$ cat src/rtl/bullet_bill_scheduler.sv
// rtl/bullet_bill_scheduler.sv - BulletBill slot allocator, mover and collision prober
//
// Owns three bullet slots. Fire requests allocate the lowest free slot; every
// STEP_FRAMES frames all live bullets advance one column, then each slot is
// probed against the enemy grid and matching enemies are killed.
//
// Ports:
//   clk, rst                         clock, synchronous active-high reset
//   frame_tick                       one-cycle pulse per video frame
//   fire, fire_color, blockieee      fire request, bullet colour, spawn row
//   probe_row, probe_col             grid cell under the slot being probed
//   probe_color                      combinational grid lookup of that cell
//   kill_valid, kill_row, kill_col   registered kill command to the grid owner
//   fire_drop                        registered pulse, fire request rejected
//   bulletBillColor/XLoc/YLoc        slot state for the graphics generator

module bullet_bill_scheduler #(
  parameter int STEP_FRAMES = 4,
  parameter int SPAWN_COL   = 2,
  parameter int LAST_COL    = 15
) (
  input  logic        clk,
  input  logic        rst,
  input  logic        frame_tick,
  input  logic        fire,
  input  logic [11:0] fire_color,
  input  logic [3:0]  blockieee,
  output logic [2:0]  probe_row,
  output logic [2:0]  probe_col,
  input  logic [11:0] probe_color,
  output logic        kill_valid,
  output logic [2:0]  kill_row,
  output logic [2:0]  kill_col,
  output logic        fire_drop,
  output logic [11:0] bulletBillColor [3],
  output logic [3:0]  bulletBillXLoc  [3],
  output logic [3:0]  bulletBillYLoc  [3]
);

  localparam int            CW        = (STEP_FRAMES > 1) ? $clog2(STEP_FRAMES) : 1;
  localparam logic [CW-1:0] STEP_LAST = CW'(STEP_FRAMES - 1);
  localparam logic [3:0]    SPAWN_X   = 4'(SPAWN_COL);
  localparam logic [3:0]    LAST_X    = 4'(LAST_COL);

  typedef enum logic [2:0] {IDLE, MOVE, PROBE0, PROBE1, PROBE2} state_t;

  state_t        state_q, state_d;
  logic [CW-1:0] step_cnt_q, step_cnt_d;
  logic          move_pending_q, move_pending_d;
  logic          fire_pending_q, fire_pending_d;
  logic [11:0]   lat_color_q, lat_color_d;
  logic [3:0]    lat_row_q, lat_row_d;

  logic [11:0]   color_q [3];
  logic [11:0]   color_d [3];
  logic [3:0]    x_q [3];
  logic [3:0]    x_d [3];
  logic [3:0]    y_q [3];
  logic [3:0]    y_d [3];

  logic          kill_valid_q, kill_valid_d;
  logic [2:0]    kill_row_q, kill_row_d;
  logic [2:0]    kill_col_q, kill_col_d;
  logic          fire_drop_q, fire_drop_d;

  // Cells killed by slots 0 and 1 earlier in the current sweep. The grid owner
  // clears a cell one cycle after kill_valid, so a later slot in the same
  // sweep may still see the stale enemy and must ignore it.
  logic          swept_v_q [2];
  logic          swept_v_d [2];
  logic [2:0]    swept_row_q [2];
  logic [2:0]    swept_row_d [2];
  logic [2:0]    swept_col_q [2];
  logic [2:0]    swept_col_d [2];

  // Probe datapath for the slot selected by the current probe state
  logic          probe_active;
  logic [1:0]    probe_idx;
  logic [11:0]   cur_color;
  logic [3:0]    cur_x;
  logic [3:0]    cur_y;
  logic [2:0]    cell_row;
  logic [2:0]    cell_col;
  logic          probeable;
  logic          swept_hit;
  logic [11:0]   eff_color;

  always_comb begin
    probe_active = 1'b1;
    probe_idx    = 2'd0;
    case (state_q)
      PROBE0:  probe_idx = 2'd0;
      PROBE1:  probe_idx = 2'd1;
      PROBE2:  probe_idx = 2'd2;
      default: probe_active = 1'b0;
    endcase

    cur_color = color_q[probe_idx];
    cur_x     = x_q[probe_idx];
    cur_y     = y_q[probe_idx];
    cell_row  = cur_y[3:1];
    cell_col  = cur_x[3:1] - 3'd2;

    // Bullets sit between enemy rows/columns except on odd rows and even
    // columns inside the grid window.
    probeable = probe_active && (cur_color != 12'h000) &&
                cur_y[0] && (cur_y <= 4'd9) &&
                !cur_x[0] && (cur_x >= 4'd4) && (cur_x <= 4'd14);

    swept_hit = (swept_v_q[0] && swept_row_q[0] == cell_row && swept_col_q[0] == cell_col) ||
                (swept_v_q[1] && swept_row_q[1] == cell_row && swept_col_q[1] == cell_col);
    eff_color = swept_hit ? 12'h000 : probe_color;

    probe_row = probeable ? cell_row : 3'd0;
    probe_col = probeable ? cell_col : 3'd0;
  end

  // Lowest-index empty slot
  logic       free_found;
  logic [1:0] free_idx;

  always_comb begin
    free_found = 1'b0;
    free_idx   = 2'd0;
    for (int i = 2; i >= 0; i--) begin
      if (color_q[i] == 12'h000) begin
        free_found = 1'b1;
        free_idx   = 2'(i);
      end
    end
  end

  logic tick_wrap;

  always_comb begin
    state_d        = state_q;
    step_cnt_d     = step_cnt_q;
    move_pending_d = move_pending_q;
    fire_pending_d = fire_pending_q;
    lat_color_d    = lat_color_q;
    lat_row_d      = lat_row_q;
    color_d        = color_q;
    x_d            = x_q;
    y_d            = y_q;
    swept_v_d      = swept_v_q;
    swept_row_d    = swept_row_q;
    swept_col_d    = swept_col_q;
    kill_valid_d   = 1'b0;
    kill_row_d     = 3'd0;
    kill_col_d     = 3'd0;
    fire_drop_d    = 1'b0;
    tick_wrap      = 1'b0;

    if (frame_tick) begin
      if (step_cnt_q == STEP_LAST) begin
        step_cnt_d = '0;
        tick_wrap  = 1'b1;
      end else begin
        step_cnt_d = step_cnt_q + 1'b1;
      end
    end

    case (state_q)
      IDLE: begin
        if (move_pending_q) begin
          move_pending_d = 1'b0;
          state_d        = MOVE;
        end else if (fire_pending_q) begin
          fire_pending_d = 1'b0;
          if (free_found && lat_color_q != 12'h000 && lat_row_q <= 4'd10) begin
            color_d[free_idx] = lat_color_q;
            x_d[free_idx]     = SPAWN_X;
            y_d[free_idx]     = lat_row_q;
          end else begin
            fire_drop_d = 1'b1;
          end
        end
      end

      MOVE: begin
        for (int i = 0; i < 3; i++) begin
          if (color_q[i] != 12'h000) begin
            if (x_q[i] == LAST_X) begin
              color_d[i] = 12'h000;
              x_d[i]     = 4'd0;
              y_d[i]     = 4'd0;
            end else begin
              x_d[i] = x_q[i] + 4'd1;
            end
          end
        end
        swept_v_d[0] = 1'b0;
        swept_v_d[1] = 1'b0;
        state_d      = PROBE0;
      end

      PROBE0, PROBE1, PROBE2: begin
        // Any enemy hit retires the bullet; only a colour match kills it.
        if (probeable && eff_color != 12'h000) begin
          color_d[probe_idx] = 12'h000;
          x_d[probe_idx]     = 4'd0;
          y_d[probe_idx]     = 4'd0;
          if (eff_color == cur_color) begin
            kill_valid_d = 1'b1;
            kill_row_d   = cell_row;
            kill_col_d   = cell_col;
            if (probe_idx != 2'd2) begin
              swept_v_d[probe_idx[0]]   = 1'b1;
              swept_row_d[probe_idx[0]] = cell_row;
              swept_col_d[probe_idx[0]] = cell_col;
            end
          end
        end
        case (state_q)
          PROBE0:  state_d = PROBE1;
          PROBE1:  state_d = PROBE2;
          default: state_d = IDLE;
        endcase
      end

      default: state_d = IDLE;
    endcase

    // New events win over the IDLE consumption of the same flag.
    if (tick_wrap) begin
      move_pending_d = 1'b1;
    end
    if (fire) begin
      fire_pending_d = 1'b1;
      lat_color_d    = fire_color;
      lat_row_d      = blockieee;
    end
  end

  always_ff @(posedge clk) begin
    if (rst) begin
      state_q        <= IDLE;
      step_cnt_q     <= '0;
      move_pending_q <= 1'b0;
      fire_pending_q <= 1'b0;
      lat_color_q    <= 12'h000;
      lat_row_q      <= 4'd0;
      kill_valid_q   <= 1'b0;
      kill_row_q     <= 3'd0;
      kill_col_q     <= 3'd0;
      fire_drop_q    <= 1'b0;
      for (int i = 0; i < 3; i++) begin
        color_q[i] <= 12'h000;
        x_q[i]     <= 4'd0;
        y_q[i]     <= 4'd0;
      end
      for (int i = 0; i < 2; i++) begin
        swept_v_q[i]   <= 1'b0;
        swept_row_q[i] <= 3'd0;
        swept_col_q[i] <= 3'd0;
      end
    end else begin
      state_q        <= state_d;
      step_cnt_q     <= step_cnt_d;
      move_pending_q <= move_pending_d;
      fire_pending_q <= fire_pending_d;
      lat_color_q    <= lat_color_d;
      lat_row_q      <= lat_row_d;
      kill_valid_q   <= kill_valid_d;
      kill_row_q     <= kill_row_d;
      kill_col_q     <= kill_col_d;
      fire_drop_q    <= fire_drop_d;
      color_q        <= color_d;
      x_q            <= x_d;
      y_q            <= y_d;
      swept_v_q      <= swept_v_d;
      swept_row_q    <= swept_row_d;
      swept_col_q    <= swept_col_d;
    end
  end

  assign kill_valid      = kill_valid_q;
  assign kill_row        = kill_row_q;
  assign kill_col        = kill_col_q;
  assign fire_drop       = fire_drop_q;
  assign bulletBillColor = color_q;
  assign bulletBillXLoc  = x_q;
  assign bulletBillYLoc  = y_q;

endmodule

$ cat config.mk
export PLATFORM = sky130hd
export DESIGN_NAME = bullet_bill_scheduler
export DESIGN_NICKNAME = d
export VERILOG_FILES = /design/src/rtl/bullet_bill_scheduler.sv
export SDC_FILE = /design/constraint.sdc
export NUM_CORES = 1
export LEC_CHECK = 0
export CORE_ASPECT_RATIO = 2
export CORE_UTILIZATION = 30
export DETAILED_ROUTE_END_ITERATION = 12
export DONT_BUFFER_PORTS = 1
export HOLD_SLACK_MARGIN = 0.12
export PLACE_DENSITY = 0.51
export SLEW_MARGIN = 0
export SYNTH_ARGS = -nofsm -noshare
export SYNTH_HDL_FRONTEND = slang
export SYNTH_SLANG_ARGS = --single-unit
$ cat constraint.sdc
create_clock -name clk -period 4.51 [get_ports clk]
set_input_delay 0.451 -clock clk [delete_from_list [all_inputs] [get_ports clk]]
set_output_delay 0.451 -clock clk [all_outputs]
set_load 0.02 [all_outputs]
==> results.cfg, run 1 <==
[run_status]
outcome = finished, final reports clean

[timing]
grt_setup_unrepaired = no
hold_viol = 0
setup_viol = 0
slew_violations = 0
slew_headroom = 0.458
fin_crit_sh = 0.910
tightestPinTransition_ns = 0.802
hold_slack_ns = 0.178
finalSetupTns_ns = 0
skew_ns = 0.00472
period_minus_slack_ns = 4.11
max_freq_ghz = 0.244

[worst_setup_path]
critPathCapture = swept_col_q[4]
crit_path_top_delay_cell = dfxtp_1
crit_chain = buf_4, clkinv_1, a21oi_1, or2_2, a21oi_1, a41oi_1, nand2_1, nor4_1, and4_1, mux2_2
cp_common_cell = a21oi_1
path_depth = 10
crit_buf_inv = 2
reg2reg_setup_slack_ns = 0.40
worst_setup_path_start_kind = flop
crit_type = reg -> reg
path_max_fanout = 17
rr_endpoint = swept_col_q[4]
reg2reg_depth = 10
critical_path.startpoint = state_q[0]
slowest_delay_ns = 0.66
cp_top_family = simple AND/OR/NAND/NOR gates
crit_path_end_kind = flop
crit_arrival_ns = 4.35
crit_required_ns = 4.76
rr_startpoint = state_q[0]

[floorplan]
start_util = 0.307
core_sq_mm = 0.0189
ioPinCount = 106
fp-row-count = 71
die_w_um = 100
die-height_um = 199
dieArea_sq_mm = 0.0200

[routing]
routed-via-count = 5335
via_per_inst = 5.91
drtIter0Drc = 339
antenna_left = 0
post_drt_wl_per_cell_um = 23.3
wl_um = 21000
drtPass1Iterations = 5
drc = 0

[cts]
cts_max_path_buffers = 2
h-tree-depth = 3
post_cts_buffers = 0
numCtsBuffers = 9
path_clk_slew_ns = 0.08
clk_latency_ns = 0.36
ctsHoldBuffers = 0
clock_sinks = 105
root_buffer = clkbuf_16
cts_tree = yes

[layout]
fin_nets = 680
syn2layout_area_growth_pct = 9.79
drive_above_1_share = 0.125
diodes = 0
nFillCells = 1966

[power_and_ir_drop]
p_per_area_mw_per_mm2 = 321
p_leak_nw = 2.40
fin_total_pwr_mw = 2.05
peakVddDrop_mv = 0.174

[logic_synthesis]
synth_area_sq_mm = 0.00582
yosysWarnings = 0
syn_inst = 650
synth.distinct_cells = 90
synth_edf_count = 0
avgSynthCellArea_sq_um = 8.95
synthArstFlopShare = 0
ys_seq_area_frac = 0.361
ys.flop_type = dfxtp_1
syn_nets = 688
synth-seq-cells = 105

[placed_design]
io_buffers = 0
hpwlAfterDp_um = 16400
routabilityCongestion = 0.926

[grt]
grt_pass1_wl_um = 32400
grt_pass1_vias = 5373
grt_usage = 0.217
antenna_found_initial = 0
grt_max_degree = 57
grt-ovfl-total = 0

[flow_run]
cap_violations = 0

[min_path]
hp-class = in -> reg
-- registers in the layout, summed over array words and instances, names as in the netlist, 4 cells and up --
register,flops
swept_row_q,6
bulletBillColor,36
swept_col_q,6
bulletBillXLoc,12
lat_color_q,12
lat_row_q,4
bulletBillYLoc,12
-- layer usage --
metal,wire length [um],vias to the layer above,GRT usage
met1,7070,2576,0.210
met3,1260,65,0.0495
met2,11400,245,0.400
met5,0,-,0
li1,-,2449,-
met4,1300,0,0.149
-- kinds of logic (layout without fill, tap and decap cells) --
group                      count (synthesis)  in the layout  share of synthesized area
AOI/OAI and AO/OA                        198            198                      0.267
muxes                                     30             30                     0.0572
DFF                                      105            105                      0.361
xor gates and xnor gates                  16             16                     0.0241
buffers and inverters                     64             61                     0.0570
and+or+nand+nor                          231            231                      0.221
adders and majority gates                  6              6                     0.0129
-- layout make-up --
cell class	instances	area (sq um)	share of cell area
Tap cell	255	319	0.0500
Multi-Input combinational cell	481	3400	0.533
Timing Repair Buffer	23	176	0.0276
Inverter	22	82.6	0.0129
Clock buffer	11	253	0.0396
Sequential cell	105	2100	0.329
Clock inverter	5	50.0	0.00784
-- synthesized netlist by cell type, drive strengths merged, types with 8 or more instances --
cell,number,share of area
a211oi,8,0.010
a21oi,25,0.022
a221oi,8,0.014
a22o,51,0.077
a31oi,12,0.013
buf,30,0.035
clkbuf,12,0.0080
dfxtp,105,0.36
inv,20,0.013
mux2,11,0.025
mux2i,19,0.033
nand2,30,0.019
nand2b,9,0.011
nand3,16,0.017
nor2,65,0.044
nor2b,20,0.022
nor3,25,0.023
nor4,20,0.022
o21ai,27,0.025
o22ai,9,0.0097
xor2,9,0.014
-- worst min path at each step --
stage,to,from,cells after the start,slack (ns)
final,bulletBillXLoc[5],rst,1,0.18
after global routing,bulletBillXLoc[5],rst,1,0.16
after CTS,bulletBillXLoc[0],rst,1,0.16
after detailed placement,fire_pending_q,fire_pending_q,2,0.46
after global placement,fire_pending_q,fire_pending_q,2,0.45
after floorplan,swept_col_q[1],swept_col_q[1],2,0.44
-- cell usage in the layout (no fill, tap or decap), types with 7 or more instances in the layout --
cell type	count
a22o_1	51
nand2_1	30
o22ai_1	9
nor3_1	23
nor2b_1	20
nor2_1	63
inv_1	19
a211oi_1	7
mux2i_1	19
buf_4	22
a21oi_1	25
xnor2_1	7
o21ai_0	24
dfxtp_1	104
nand2b_1	8
clkbuf_16	9
xor2_1	9
nor4_1	20
a31oi_1	12
nand3_1	14
-- worst reg2reg max path, delay by kind of cell, from the launching register on --
| family | cells | cell delay, ns |
|---|---|---|
| buffers and inverters | 2 | 0.65 |
| flip-flops | 1 | 0.66 |
| AND/OR/NAND/NOR | 4 | 1.36 |
| multiplexers | 1 | 0.39 |
| AO/OA/AOI/OAI | 3 | 0.94 |
-- per-stage QoR --
| step | setup slack, ns | instance area [sq um] | util | instances |
|---|---|---|---|---|
| after floorplan | 0.613 | 5820 | - | 650 |
| after global placement | 0.116 | 6060 | 0.320 | 886 |
| after detailed placement | 0.0553 | 6060 | 0.320 | 886 |
| after CTS | 0.0347 | 6360 | 0.336 | 902 |
| after global routing | 0.0889 | 6390 | 0.338 | 902 |
| final | 0.405 | 6390 | 0.338 | 902 |
-- where the power goes --
group / switching, mW / total, mW / leakage, nW / internal (mW)
Combinational: 0.151 / 0.240 / 1.41 / 0.0890
Clock: 0.386 / 0.800 / 0.145 / 0.414
Sequential: 0.0615 / 1.01 / 0.851 / 0.951
Total: 0.598 / 2.05 / 2.40 / 1.45
-- what timing repair did --
item / in CTS / in global routing
endpoints found under the hold margin: 0 / 0
setup endpoints to repair: 0 / 54
resized for setup: 0 / 5
Power figures use the tool's default switching activity.
==> inputs of run 2 (changes only) <==
==> constraint.sdc (replaced) <==
create_clock -name clk -period 5.2 [get_ports clk]
set_input_delay 0.52 -clock clk [delete_from_list [all_inputs] [get_ports clk]]
set_output_delay 0.52 -clock clk [all_outputs]
set_load 0.02 [all_outputs]
==> results.cfg, run 2 (synthesis results as in run 1) <==
[timing]
finalSetupTns_ns = 0
tightestPinTransition_ns = 1.10
slew_headroom = 0.262
slew_violations = 0
skew_ns = 0.00729
fin_crit_sh = 0.885
period_minus_slack_ns = 4.60
max_freq_ghz = 0.217
setup_viol = 0
grt_setup_unrepaired = no
hold_viol = 0

[layout]
diodes = 0
final_common_cell = dfxtp_1
mostFrequentLayoutCells = dfxtp_1 (104), nor2_1 (63), a22o_1 (51)
syn2layout_area_growth_pct = 7.63
largest_reg_flops = 36
fin_nets = 668
postLayoutCoreUtil = 0.331
fin_area_sq_mm = 0.00626
drive_above_1_share = 0.104
nFillCells = 1935

[cts]
post_cts_buffers = 0
h-tree-depth = 3
clock_sinks = 105
path_clk_slew_ns = 0.08
root_buffer = clkbuf_16
ctsHoldBuffers = 0
cts-resized-gates = 0
cts_tree = yes
numCtsBuffers = 9
clk_latency_ns = 0.36
cts_max_path_buffers = 2

[floorplan]
die_w_um = 100
ioPinCount = 106
dieArea_sq_mm = 0.0200
core_sq_mm = 0.0189
fp-row-count = 71
die-height_um = 199
start_util = 0.307

[min_path]
hp-class = in -> reg
hp-start = rst

[routing]
drc = 0
via_per_inst = 5.86
antenna_left = 0
post_drt_wl_per_cell_um = 23.4
wl_um = 20800
drtPass1Iterations = 6
drtIter0Drc = 338
routed-via-count = 5209

[grt]
grt_max_degree = 57
grt_pass1_vias = 5233
grt_pass1_wl_um = 31500
antenna_found_initial = 0
grt_usage = 0.213
grt-ovfl-total = 0

[flow_run]
cap_violations = 0

[run_status]
outcome = finished, final reports clean

[worst_setup_path]
rr_startpoint = state_q[2]
critical_path.startpoint = state_q[2]
crit_arrival_ns = 4.91
path_max_fanout = 41
crit_type = reg -> reg
worst_setup_path_start_kind = flop
crit_path_end_kind = flop
crit_required_ns = 5.51

[placed_design]
hpwlAfterDp_um = 16200
routabilityCongestion = 0.939
placed_area_sq_mm = 0.00597
io_buffers = 0

[power_and_ir_drop]
peakVddDrop_mv = 0.146
p_per_area_mw_per_mm2 = 282
p_leak_nw = 2.34
-- run 2: area by class of cell --
type	instances	area (sq um)	share of cell area
multi-input combinational	481	3380	0.540
sequential	105	2100	0.336
tap	255	319	0.0509
clock buffer	10	239	0.0382
timing repair buffer	11	82.6	0.0132
inverter	22	82.6	0.0132
clock inverter	5	51.3	0.00819
-- run 2: power by group --
| group | leakage, nW | switching (mW) | total, mW | internal [mW] |
|---|---|---|---|---|
| registers | 0.851 | 0.0544 | 0.879 | 0.825 |
| logic | 1.34 | 0.128 | 0.204 | 0.0754 |
| clock network | 0.142 | 0.335 | 0.681 | 0.345 |
-- run 2: critical path, stage by stage, from the launching register on --
cell and delay, ns:
dfxtp_2 0.79, and2b_1 0.35, a22o_1 0.20, a21oi_1 0.24, inv_1 0.07, ha_1 0.37, xor2_1 0.17, and4b_1 0.19
and4_1 0.27, or2_1 0.45, a2bb2oi_2 0.28, nor3_2 0.89, a22o_1 0.27
-- run 2: path summary, 6_finish.rpt --
check	to	slack, ns	depth (start not counted)
setup reg to reg	bulletBillYLoc[5]	0.60	12
hold / removal	bulletBillXLoc[0]	0.23	1
setup / recovery	bulletBillYLoc[5]	0.60	12
hold reg to reg	fire_pending_q	0.48	2
-- run 2: layer usage --
metal | share of wire | vias up | track usage
met5 | 0 | - | 0
met4 | 0.051 | 0 | 0.131
met3 | 0.063 | 55 | 0.0531
met2 | 0.54 | 233 | 0.391
met1 | 0.35 | 2497 | 0.209
li1 | - | 2424 | -
-- run 2: per-stage QoR --
| stage | hold WS, ns | setup slack [ns] | total power [mW] | cells |
|---|---|---|---|---|
| floorplan | 0.436 | 1.30 | 1.04 | 650 |
| detailed placement | 0.462 | 0.641 | 1.10 | 874 |
| CTS | 0.221 | 0.606 | 1.77 | 889 |
| global placement | 0.454 | 0.712 | 1.10 | 874 |
| global route | 0.228 | 0.299 | 1.83 | 889 |
| finish | 0.234 | 0.598 | 1.76 | 889 |
==> inputs of run 3 (changes only) <==
--- a/config.mk
+++ b/config.mk
@@ -5,7 +5,9 @@
 export SDC_FILE = /design/constraint.sdc
 export NUM_CORES = 1
 export LEC_CHECK = 0
+export ABC_AREA = 1
 export CORE_ASPECT_RATIO = 2
+export CORE_MARGIN = 1
 export CORE_UTILIZATION = 30
 export DETAILED_ROUTE_END_ITERATION = 12
 export DONT_BUFFER_PORTS = 1
==> results.cfg, run 3 <==
[run_status]
outcome = finished, final reports clean

[logic_synthesis]
ys.flop_type = dfxtp_1
synth_area_leaders = dfxtp_1 (33%), nand2_1 (15%), nor2_1 (13%)
synth.distinct_cells = 41
yosysTopAreaCellShare = 0.329
syn_inst = 1031
syn_nets = 1069
synth_top_cell_by_area = dfxtp_1
synth_area_sq_mm = 0.00639
synth_edf_count = 0
synthArstFlopShare = 0
synth.most_common_cell = nand2_1
ys_seq_area_frac = 0.329
synth_common_cells = nand2_1 (257), nor2_1 (213), inv_1 (118)
synth-seq-cells = 105
avgSynthCellArea_sq_um = 6.19
yosysWarnings = 0

[cts]
numCtsBuffers = 9
ctsHoldBuffers = 0
h-tree-depth = 3
post_cts_buffers = 0
clk_latency_ns = 0.37
clock_sinks = 105
path_clk_slew_ns = 0.07
cts_max_path_buffers = 2
cts-resized-gates = 0
root_buffer = clkbuf_16
cts_tree = yes

[worst_setup_path]
reg2reg_depth = 22
crit_required_ns = 5.47
reg2reg_setup_slack_ns = 0.70
rr_startpoint = state_q[1]
crit_arrival_ns = 4.77
worst_setup_path_start_kind = flop
crit_path_end_kind = flop
crit_type = reg -> reg
path_max_fanout = 32
rr_endpoint = bulletBillYLoc[6]

[timing]
fin_crit_sh = 0.866
max_freq_ghz = 0.222
slew_headroom = 0.521
period_minus_slack_ns = 4.50
hold_viol = 0
tightestPinTransition_ns = 0.714
slew_violations = 0
finalSetupTns_ns = 0
skew_ns = 0.0102
grt_setup_unrepaired = no
setup_viol = 0

[power_and_ir_drop]
fin_total_pwr_mw = 4.60
pwr-share-seq = 0.310
p_per_area_mw_per_mm2 = 666
power_frac_clock = 0.167
p_leak_nw = 3.22
combPwrFrac = 0.522
power.internal_mw = 2.17
p_sw_mw = 2.42
peakVddDrop_mv = 0.353
p_sw_frac = 0.527

[grt]
grt_max_degree = 45
antenna_found_initial = 0
grt-ovfl-total = 0
grt_usage = 0.214
grt_pass1_vias = 6508
grt_pass1_wl_um = 36100

[routing]
drtPass1Iterations = 5
routed-via-count = 6443
post_drt_wl_per_cell_um = 17.5
drtIter0Drc = 371
drc = 0
via_per_inst = 5.03
wl_um = 22400
antenna_left = 0

[layout]
final_common_cell = nand2_1
mostFrequentLayoutCells = nand2_1 (257), nor2_1 (213), inv_1 (117)
seq_area_sq_mm = 0.00210
multi_input_area_sq_mm = 0.00357
drive_above_1_share = 0.0603
diodes = 0
largest_reg_flops = 36
syn2layout_area_growth_pct = 8.07
nFillCells = 2340
fin_nets = 1045

[placed_design]
io_buffers = 0
hpwlAfterDp_um = 17700
routabilityCongestion = 0.868

[min_path]
holdPathStages = 1
hp-class = in -> reg
whs_endpoint = fire_pending_q
hp-start = rst

[floorplan]
start_util = 0.305
fp-row-count = 75
ioPinCount = 106
die_w_um = 105
core_sq_mm = 0.0209
die-height_um = 208
dieArea_sq_mm = 0.0219

[flow_run]
cap_violations = 0
[run 3: changes by cell type in the layout (fill, tap and decap cells not counted), sizes merged, moves of 20 or more]
cell / before / now
nand2: 30 / 262
inv: 22 / 127
nor2b: 20 / 0
a22o: 51 / 0
o22ai: 9 / 54
nor2: 65 / 223
nand3: 16 / 50
nand4: 3 / 42
[run 3: layer usage]
layer  GRT usage  vias up  part of all wire
met4       0.133        0             0.055
met2       0.394      150              0.53
met1       0.212     2936              0.36
met5           0        -                 0
met3      0.0533       52             0.057
li1            -     3305                 -
[run 3: area by class of cell]
class	instances	area share
clock buffers	10	0.0346
clock inverters	6	0.0127
inverters	128	0.0696
multi-input cells	752	0.518
flip-flops and latches	105	0.305
well taps	269	0.0488
repair buffers	11	0.0120
[run 3: cell families (layout without fill, tap and decap cells)]
logic type               after synthesis  count (layout)  share of synthesized area
AND/OR/NAND/NOR                      600             600                      0.408
buffers and inverters                174             155                      0.111
AO/OA/AOI/OAI                        142             142                      0.134
flip-flops                           105             105                      0.329
adder cells (fa/ha/maj)                6               6                     0.0118
XOR/XNOR                               4               4                    0.00549
[run 3: worst max path at each step]
stage / from / endpoint / slack (ns) / cells past startpoint
after detailed placement: state_q[1] / bulletBillColor[22] / 0.71 / 22
after global placement: state_q[1] / bulletBillColor[18] / 0.84 / 22
after floorplan: state_q[1] / swept_row_q[5] / 1.90 / 26
final: state_q[1] / bulletBillYLoc[6] / 0.70 / 22
after CTS: state_q[1] / bulletBillColor[22] / 0.71 / 22
after global routing: state_q[1] / bulletBillColor[9] / 0.19 / 22
[run 3: through the flow]
| step | util | worst slack, ns | area (sq um) | std cells | hold slack, ns |
|---|---|---|---|---|---|
| after floorplan | - | 1.90 | 6390 | 1031 | 0.435 |
| after global placement | 0.314 | 0.839 | 6580 | 1265 | 0.450 |
| after detailed placement | 0.314 | 0.710 | 6580 | 1265 | 0.453 |
| after CTS | 0.330 | 0.709 | 6900 | 1281 | 0.193 |
| after global routing | 0.330 | 0.191 | 6900 | 1281 | 0.203 |
| final | 0.330 | 0.698 | 6900 | 1281 | 0.207 |
[run 3: power groups by stage]
stage / sequential, mW / clock (mW) / combinational, mW
2_1_floorplan: 1.33 / 0 / 1.80
6_report: 1.43 / 0.770 / 2.40
4_1_cts: 1.43 / 0.792 / 2.40
3_3_place_gp: 1.45 / 0 / 2.37
3_5_place_dp: 1.45 / 0 / 2.39
5_1_grt: 1.46 / 0.815 / 2.73
[run 3: worst max-delay path: stages, from the launching register on]
cell,delay (ns)
dfxtp_1,0.57
nand2_2,0.14
nor2_4,0.42
nand2_1,0.20
nand3_2,0.16
inv_1,0.12
ha_1,0.41
xnor2_1,0.16
nor2_1,0.09
nand2_1,0.06
nor2_1,0.18
nand3_4,0.26
o211ai_1,0.18
nand2_1,0.08
nor2_1,0.10
nand2_1,0.05
nand2_1,0.16
nand2_1,0.34
nand4_1,0.17
buf_4,0.33
nand2_1,0.09
nand2_1,0.07
nor2_1,0.05
